### config.mk
export PLATFORM = sky130hd
export DESIGN_NAME = mesi_core_arbiter
export DESIGN_NICKNAME = d
export VERILOG_FILES = /design/src/rtl/mesi_arb_pkg.sv /design/src/rtl/mesi_rr_pick.sv /design/src/rtl/mesi_core_arbiter.sv
export SDC_FILE = /design/constraint.sdc
export NUM_CORES = 1
export LEC_CHECK = 0
export CELL_PAD_IN_SITES_DETAIL_PLACEMENT = 0
export CELL_PAD_IN_SITES_GLOBAL_PLACEMENT = 2
export CORE_ASPECT_RATIO = 1.25
export CORE_MARGIN = 2
export CORE_UTILIZATION = 20
export DETAILED_ROUTE_END_ITERATION = 8
export GPL_ROUTABILITY_DRIVEN = 0
export PLACE_DENSITY_LB_ADDON = 0.1
export SETUP_SLACK_MARGIN = 0.05
export SLEW_MARGIN = 25
export SYNTH_ARGS = -nofsm -noshare
export SYNTH_HDL_FRONTEND = slang
export SYNTH_SLANG_ARGS = --single-unit
### constraint.sdc
create_clock -name clk -period 1.5 [get_ports clk]
set_input_delay 0.15 -clock clk [delete_from_list [all_inputs] [get_ports clk]]
set_output_delay 0.15 -clock clk [all_outputs]
set_load 0.03 [all_outputs]
### src/rtl/mesi_arb_pkg.sv
// mesi_arb_pkg: FSM state encoding and core ids shared by the two-core MESI request arbiter
package mesi_arb_pkg;
    typedef enum logic [1:0] {
        IDLE  = 2'b00,
        ISSUE = 2'b01,
        WAIT  = 2'b10,
        RESP  = 2'b11
    } arb_state_t;
    localparam logic CORE0 = 1'b0;
    localparam logic CORE1 = 1'b1;
endpackage

### src/rtl/mesi_rr_pick.sv
// mesi_rr_pick: combinational two-way round-robin picker; on a tie the core that did not win last goes next
module mesi_rr_pick (
    input  logic [1:0] valids,
    input  logic       last_grant,
    output logic [1:0] grant_onehot,
    output logic       grant_id
);
    import mesi_arb_pkg::*;
    always_comb begin
        grant_id     = (&valids) ? ~last_grant : (valids[1] ? CORE1 : CORE0);
        grant_onehot = (|valids) ? (grant_id ? 2'b10 : 2'b01) : 2'b00;
    end
endmodule

### src/rtl/mesi_core_arbiter.sv
// mesi_core_arbiter: two-core round-robin front end serializing requests into the MESI cache controller
// Define ARB_TIMEOUT_EN to enable the WAIT watchdog that aborts with rsp_err after TIMEOUT_CYC cycles.
module mesi_core_arbiter #(
    parameter int ADDR_W      = 32,
    parameter int DATA_W      = 32,
    parameter int TIMEOUT_CYC = 255
) (
    input  logic              clk,
    input  logic              reset,
    input  logic              core0_valid,
    output logic              core0_ready,
    input  logic [ADDR_W-1:0] core0_addr,
    input  logic              core0_rw,
    input  logic [DATA_W-1:0] core0_wdata,
    input  logic              core1_valid,
    output logic              core1_ready,
    input  logic [ADDR_W-1:0] core1_addr,
    input  logic              core1_rw,
    input  logic [DATA_W-1:0] core1_wdata,
    output logic              cc_valid,
    input  logic              cc_ready,
    output logic              cc_core,
    output logic [ADDR_W-1:0] cc_addr,
    output logic              cc_rw,
    output logic [DATA_W-1:0] cc_wdata,
    input  logic              cc_done,
    input  logic [DATA_W-1:0] cc_rdata,
    output logic [1:0]        rsp_valid,
    output logic [DATA_W-1:0] rsp_rdata,
    output logic              rsp_err
);
    import mesi_arb_pkg::*;

    arb_state_t state, next_state;
    logic [1:0] grant_onehot;
    logic       grant_id;
    logic       last_grant;
    logic       cur_core;
    logic       accept;
    logic       wait_exit;
    logic       timed_out;

    if (TIMEOUT_CYC < 1 || TIMEOUT_CYC > 255) begin : g_bad_timeout
        $error("mesi_core_arbiter: TIMEOUT_CYC must be in 1..255");
    end

    mesi_rr_pick u_pick (
        .valids       ({core1_valid, core0_valid}),
        .last_grant   (last_grant),
        .grant_onehot (grant_onehot),
        .grant_id     (grant_id)
    );

    assign accept      = (state == IDLE) && (|grant_onehot);
    assign core0_ready = (state == IDLE) && grant_onehot[0];
    assign core1_ready = (state == IDLE) && grant_onehot[1];
    assign cc_core     = cur_core;

`ifdef ARB_TIMEOUT_EN
    logic [7:0] wait_cnt;

    // Held at zero outside WAIT so every WAIT entry starts counting from zero.
    always_ff @(posedge clk or negedge reset) begin
        if (!reset) wait_cnt <= '0;
        else        wait_cnt <= (state == WAIT) ? wait_cnt + 8'd1 : 8'd0;
    end

    assign timed_out = (state == WAIT) && !cc_done && (wait_cnt == 8'(TIMEOUT_CYC - 1));
`else
    assign timed_out = 1'b0;
`endif

    assign wait_exit = (state == WAIT) && (cc_done || timed_out);

    always_comb begin
        next_state = state;
        case (state)
            IDLE:    next_state = accept ? ISSUE : IDLE;
            ISSUE:   next_state = cc_ready ? WAIT : ISSUE;
            WAIT:    next_state = wait_exit ? RESP : WAIT;
            RESP:    next_state = IDLE;
            default: next_state = IDLE;
        endcase
    end

    // cc_addr/cc_rw/cc_wdata double as the request holding registers.
    always_ff @(posedge clk or negedge reset) begin
        if (!reset) begin
            state      <= IDLE;
            last_grant <= CORE1;
            cur_core   <= CORE0;
            cc_valid   <= 1'b0;
            cc_addr    <= '0;
            cc_rw      <= 1'b0;
            cc_wdata   <= '0;
            rsp_valid  <= 2'b00;
            rsp_rdata  <= '0;
            rsp_err    <= 1'b0;
        end else begin
            state     <= next_state;
            cc_valid  <= (next_state == ISSUE);
            rsp_valid <= (next_state == RESP) ? (cur_core ? 2'b10 : 2'b01) : 2'b00;
            if (accept) begin
                cur_core <= grant_id;
                cc_addr  <= grant_id ? core1_addr : core0_addr;
                cc_rw    <= grant_id ? core1_rw : core0_rw;
                cc_wdata <= grant_id ? core1_wdata : core0_wdata;
            end
            if (wait_exit) begin
                rsp_rdata <= timed_out ? '0 : cc_rdata;
                rsp_err   <= timed_out;
            end
            if (state == RESP) last_grant <= cur_core;
        end
    end
endmodule

# == Word level (Yosys, flattened, before mapping) ==
# Cells that the tools add are included.
# totals
reg_bits,104
wordCells,36
out_inout_bits,104
in_bits,168
# classes
bitwise,1
muxes,13
eq_ne,5
reduce_logical,8
# op_table
operator,count
32-bit 2-to-1 mux,2
2-bit 2-to-1 mux,5
2-bit case mux with 4 select lines,1
"2-bit equality test, second input constant",3
1-bit 2-to-1 mux,5
"2-bit by 1-bit equality test with 1-bit output, second input constant",2
1-bit logical AND,4
2-bit OR reduction,2
2-bit zero test,1
2-bit AND reduction,1
1-bit NOT,1

# == Depth between registers and ports, before layout ==
# depth
word_depth,10
depth_mapped,5
mapped_depth_nobuf,3

# == Cells and area by module ==
# A second synthesis with hierarchy kept.
# unflattened
hier_cells,309
hier_area_um2,4959.8
# modules_own_cells
module,instances,cells_each,area_per_inst_um2,seq_area_each_um2
mesi_core_arbiter,1,305,4933.5,2603.7
mesi_rr_pick,1,4,26.3,0.0

# == Least setup slack after synthesis ==
# OpenSTA, ideal clock, no wires.
# synth_path
path_kind,register to register
startpoint,register last_grant
endpoint,register cur_core (netlist: cc_core)
setup_time_ps,68
arrival_ps,1420
period_less_slack_ps,1488
n_path_buf,0
stages_incl_launch_ff,4
required_time_ps,1432
setup_slack_ps,12
path_cell_list,dfstp_2 a21bo_2 nor3_1 a21o_1
# synth_via
elab_chain_len,6
# synth_rtl
element,line_no,source
start: declaration,mesi_core_arbiter.sv:37,logic last_grant;
start signal: assignment,mesi_core_arbiter.sv:113,if (state == RESP) last_grant <= cur_core;
1-bit NOT (*),mesi_rr_pick.sv:10,grant_id = (&valids) ? ~last_grant : (valids[1] ? CORE1 : CORE0);
1-bit 2-to-1 mux (*),mesi_rr_pick.sv:10,
2-bit 2-to-1 mux (2 in series),mesi_rr_pick.sv:11,grant_onehot = (|valids) ? (grant_id ? 2'b10 : 2'b01) : 2'b00;
2-bit OR reduction,mesi_core_arbiter.sv:54,assign accept = (state == IDLE) && (|grant_onehot);
1-bit logical AND,mesi_core_arbiter.sv:54,
end signal: assignment,mesi_core_arbiter.sv:104,cur_core <= grant_id;
end: declaration,mesi_core_arbiter.sv:38,logic cur_core;
# Mark *: on every way between the ends. The rest lies on a longest branch, timed or not.
# A chain may end at the register's enable or synchronous reset.

# == Worst setup path after layout ==
# layout_path
startpoint,register last_grant
endpoint,register cc_wdata[6]
# layout_via
elab_chain_len,6
elab_cells_between_ends,7
classes_between,4 x mux; 1 x bitwise; 2 x reduce/logical
# layout_rtl
element,line_no,source
1-bit NOT (*),mesi_rr_pick.sv:10,
1-bit 2-to-1 mux (*),mesi_rr_pick.sv:10,
2-bit 2-to-1 mux (2 in series),mesi_rr_pick.sv:11,
2-bit OR reduction,mesi_core_arbiter.sv:54,
1-bit logical AND,mesi_core_arbiter.sv:54,
end signal: assignment,mesi_core_arbiter.sv:107,cc_wdata <= grant_id ? core1_wdata : core0_wdata;
end: declaration,mesi_core_arbiter.sv:25,"output logic [DATA_W-1:0] cc_wdata,"
# Marked as above.

==> flow_summary.ini <==
[outcome]
outcome = finished, violations left
violations = setup timing

[layout]
fillCellCount = 2100
final_cell_count_no_fill = 920
area_growth_pct = 88.39
layout-drive-gt1-share_pct = 21.06
layout_commonest_cell = clkdlybuf4s50_1
fin_nets = 805
antenna_cells = 0
final_util_pct = 38.53
layout_common_cells = clkdlybuf4s50_1, dfrtp_1, dlygate4sd2_1

[job]
maxCapViolCount = 0

[placement]
dpl.cell_count = 885
dp.final_hpwl_um = 12280
port_buffers = 270

[yosys]
ys_seq_area_share_pct = 59.09
synthTopCellsByArea = dfrtp_1, a221o_1, mux2_2
syn_area_um2 = 4407
synth_top_area_share_pct = 58.49
synth-seq-cells = 104
synth_largest_area_cell = dfrtp_1
yosysWarnings = 0
synth_cell_types = 26
syn_avg_cell_area_um2 = 12.74
netlist_instances = 346
syn_nets = 514

[clock_network]
clock-sinks = 104
htreeDepth = 3
clk-insertion-delay-late_ns = 0.35
cts_buffer_depth = 2
cts_buffers = 9
cts_root_buf = clkbuf_16
cts_tree = yes
clk_pin_slew_ns = 0.07

[worst_setup_path]
critPathMaxStageDelay_ns = 0.55
crit_type = reg -> reg
crit_family = flip-flops
crit_slowest_cell = dfstp_2
crit_path_max_fanout = 8
crit_path_end_kind = register
crit_buf_inv = 3
crit_required_ns = 1.73
cp_cell_sequence = buf_6 > a21boi_4 > buf_12 > buf_16 > and3_4 > a221o_1
worstSetupStartpointType = register
cp.arrival_ns = 1.84

[sta]
holdWs_ns = 0.3169
hold_viol_final = 0
max_freq_ghz = 0.6190
fin_crit_sh_pct = 107.7
slew_viol_final = 0
rsz0062_at_grt = true
fin_skew_ns = 0.006358
setup_ws_ns = -0.1154
fin_setup_tns_ns = -4.472
final.min_clock_period_ns = 1.615
setup_viol = 51

[grt]
grt_pass1_wl_um = 25960
grt_pass1_vias = 4318
grtUsageTotal_pct = 15.09
gr-total-overflow = 0
grt_max_degree = 62
antenna_found_initial = 0

[routing]
post_drt_wl_per_cell_um = 19.55
vias = 4109
drc = 0
dr.pass1.iters = 4
routed_wirelength_um = 17980
ant_nets = 0
first_iter_violations = 112
vias_per_cell = 4.466

[power_and_ir_drop]
vdd_drop_max_uv = 666.0
power_density_nw_per_um2 = 2017
cellLeakagePower_nw = 3.750

[floorplanning]
ios = 272
dieHeight_um = 170.0
die_w_um = 136.8
core.rowCount = 60
core-area_um2 = 21550
dieArea_um2 = 23240
start_util_pct = 20.45

[min_path]
hold_class = in -> async
[worst paths after layout]
path	startpoint	end	slack, ns	cells past startpoint
hold reg to reg	rsp_rdata[10]$_DFFE_PN0P_	rsp_rdata[10]$_DFFE_PN0P_	0.50	1
setup / recovery	last_grant$_DFFE_PN1N_	cc_wdata[6]$_DFFE_PN0P_	-0.12	6
max in group asynchronous	reset	cc_wdata[22]$_DFFE_PN0P_	0.83	3
min in group clk	core1_addr[19]	cc_addr[19]$_DFFE_PN0P_	0.36	3
setup reg to reg	last_grant$_DFFE_PN1N_	cc_wdata[6]$_DFFE_PN0P_	-0.12	6
hold / removal	reset	rsp_rdata[30]$_DFFE_PN0P_	0.32	3
[worst register-to-register path, cell delays in order, from the launching register on]
cell      delay, ns
dfstp_2        0.55
buf_6          0.11
a21boi_4       0.11
buf_12         0.16
buf_16         0.14
and3_4         0.17
a221o_1        0.25
[metal layers]
metal	vias to the layer above	track usage, %	part of all wire, %
met4	0	5.299	1.3
met1	2044	16.70	38
met3	13	4.468	7.0
li1	1903	-	-
met5	-	0	0
met2	149	27.13	54
[sequential cells by signal, indices dropped and copies added, names as in the netlist]
signal      count
cc_wdata       32
rsp_rdata      32
last_grant      1
state           2
cc_valid        1
cc_core         1
cc_addr        32
cc_rw           1
rsp_valid       2
[stage by stage]
stage | area, um^2 | setup WS, ns | total power, mW
after floorplan | 4412 | 0.07180 | 10.25
after global placement | 7559 | -0.1673 | 14.53
after detailed placement | 7559 | -0.2123 | 14.62
after CTS | 8205 | -0.1459 | 16.90
after global routing | 8302 | -0.1789 | 17.77
final | 8302 | -0.1154 | 16.75
[Yosys cell counts]
cell,number
a21bo_2,1
conb_1,1
and3_1,54
buf_6,7
a221o_1,53
buf_2,9
nand2b_1,3
a21o_1,1
a31oi_1,12
nor2_1,2
dfstp_2,1
nand3b_2,1
and2_1,1
dfrtp_1,103
a21boi_1,1
clkbuf_1,11
nor3_1,1
nor2_4,1
a21oi_1,12
o21ai_0,2
buf_4,6
inv_1,2
mux2_2,33
o211ai_1,1
nand2_1,26
or2_1,1
[logic make-up (layout without fill, tap and decap cells)]
family                 after synthesis  count (layout)  synth area share, %
other                                1               1              0.08510
buffers and inverters               35             330                4.940
muxes                               33              33                8.433
AOI/OAI and AO/OA                   83              83                16.07
DFF                                104             104                59.09
and+or+nand+nor                     90              90                11.39
[repair_timing]
action	in CTS	in global routing
setup endpoints to repair	168	67
hold buffers	1	0
endpoints found under the hold margin	103	0
pin swaps	11	26
buffers inserted	9	6
gates cloned	6	3
gates resized for setup	144	19
[report_power, final]
part           switching (mW)  internal, mW
registers               0.699          4.19
logic                    5.33          4.00
clock network            1.06          1.46
total                    7.10          9.65
[cell type report]
type                            count  area (um^2)  share of cell area, %
Clock buffer                       10        229.0                  2.758
Clock inverter                      5        82.58                 0.9947
Inverter                            2        7.507                0.09043
Multi-Input combinational cell    207         1802                  21.70
Sequential cell                   104         2604                  31.36
Tap cell                          279        349.1                  4.205
Timing Repair Buffer              313         3228                  38.88
Power figures use the tool's default switching activity.
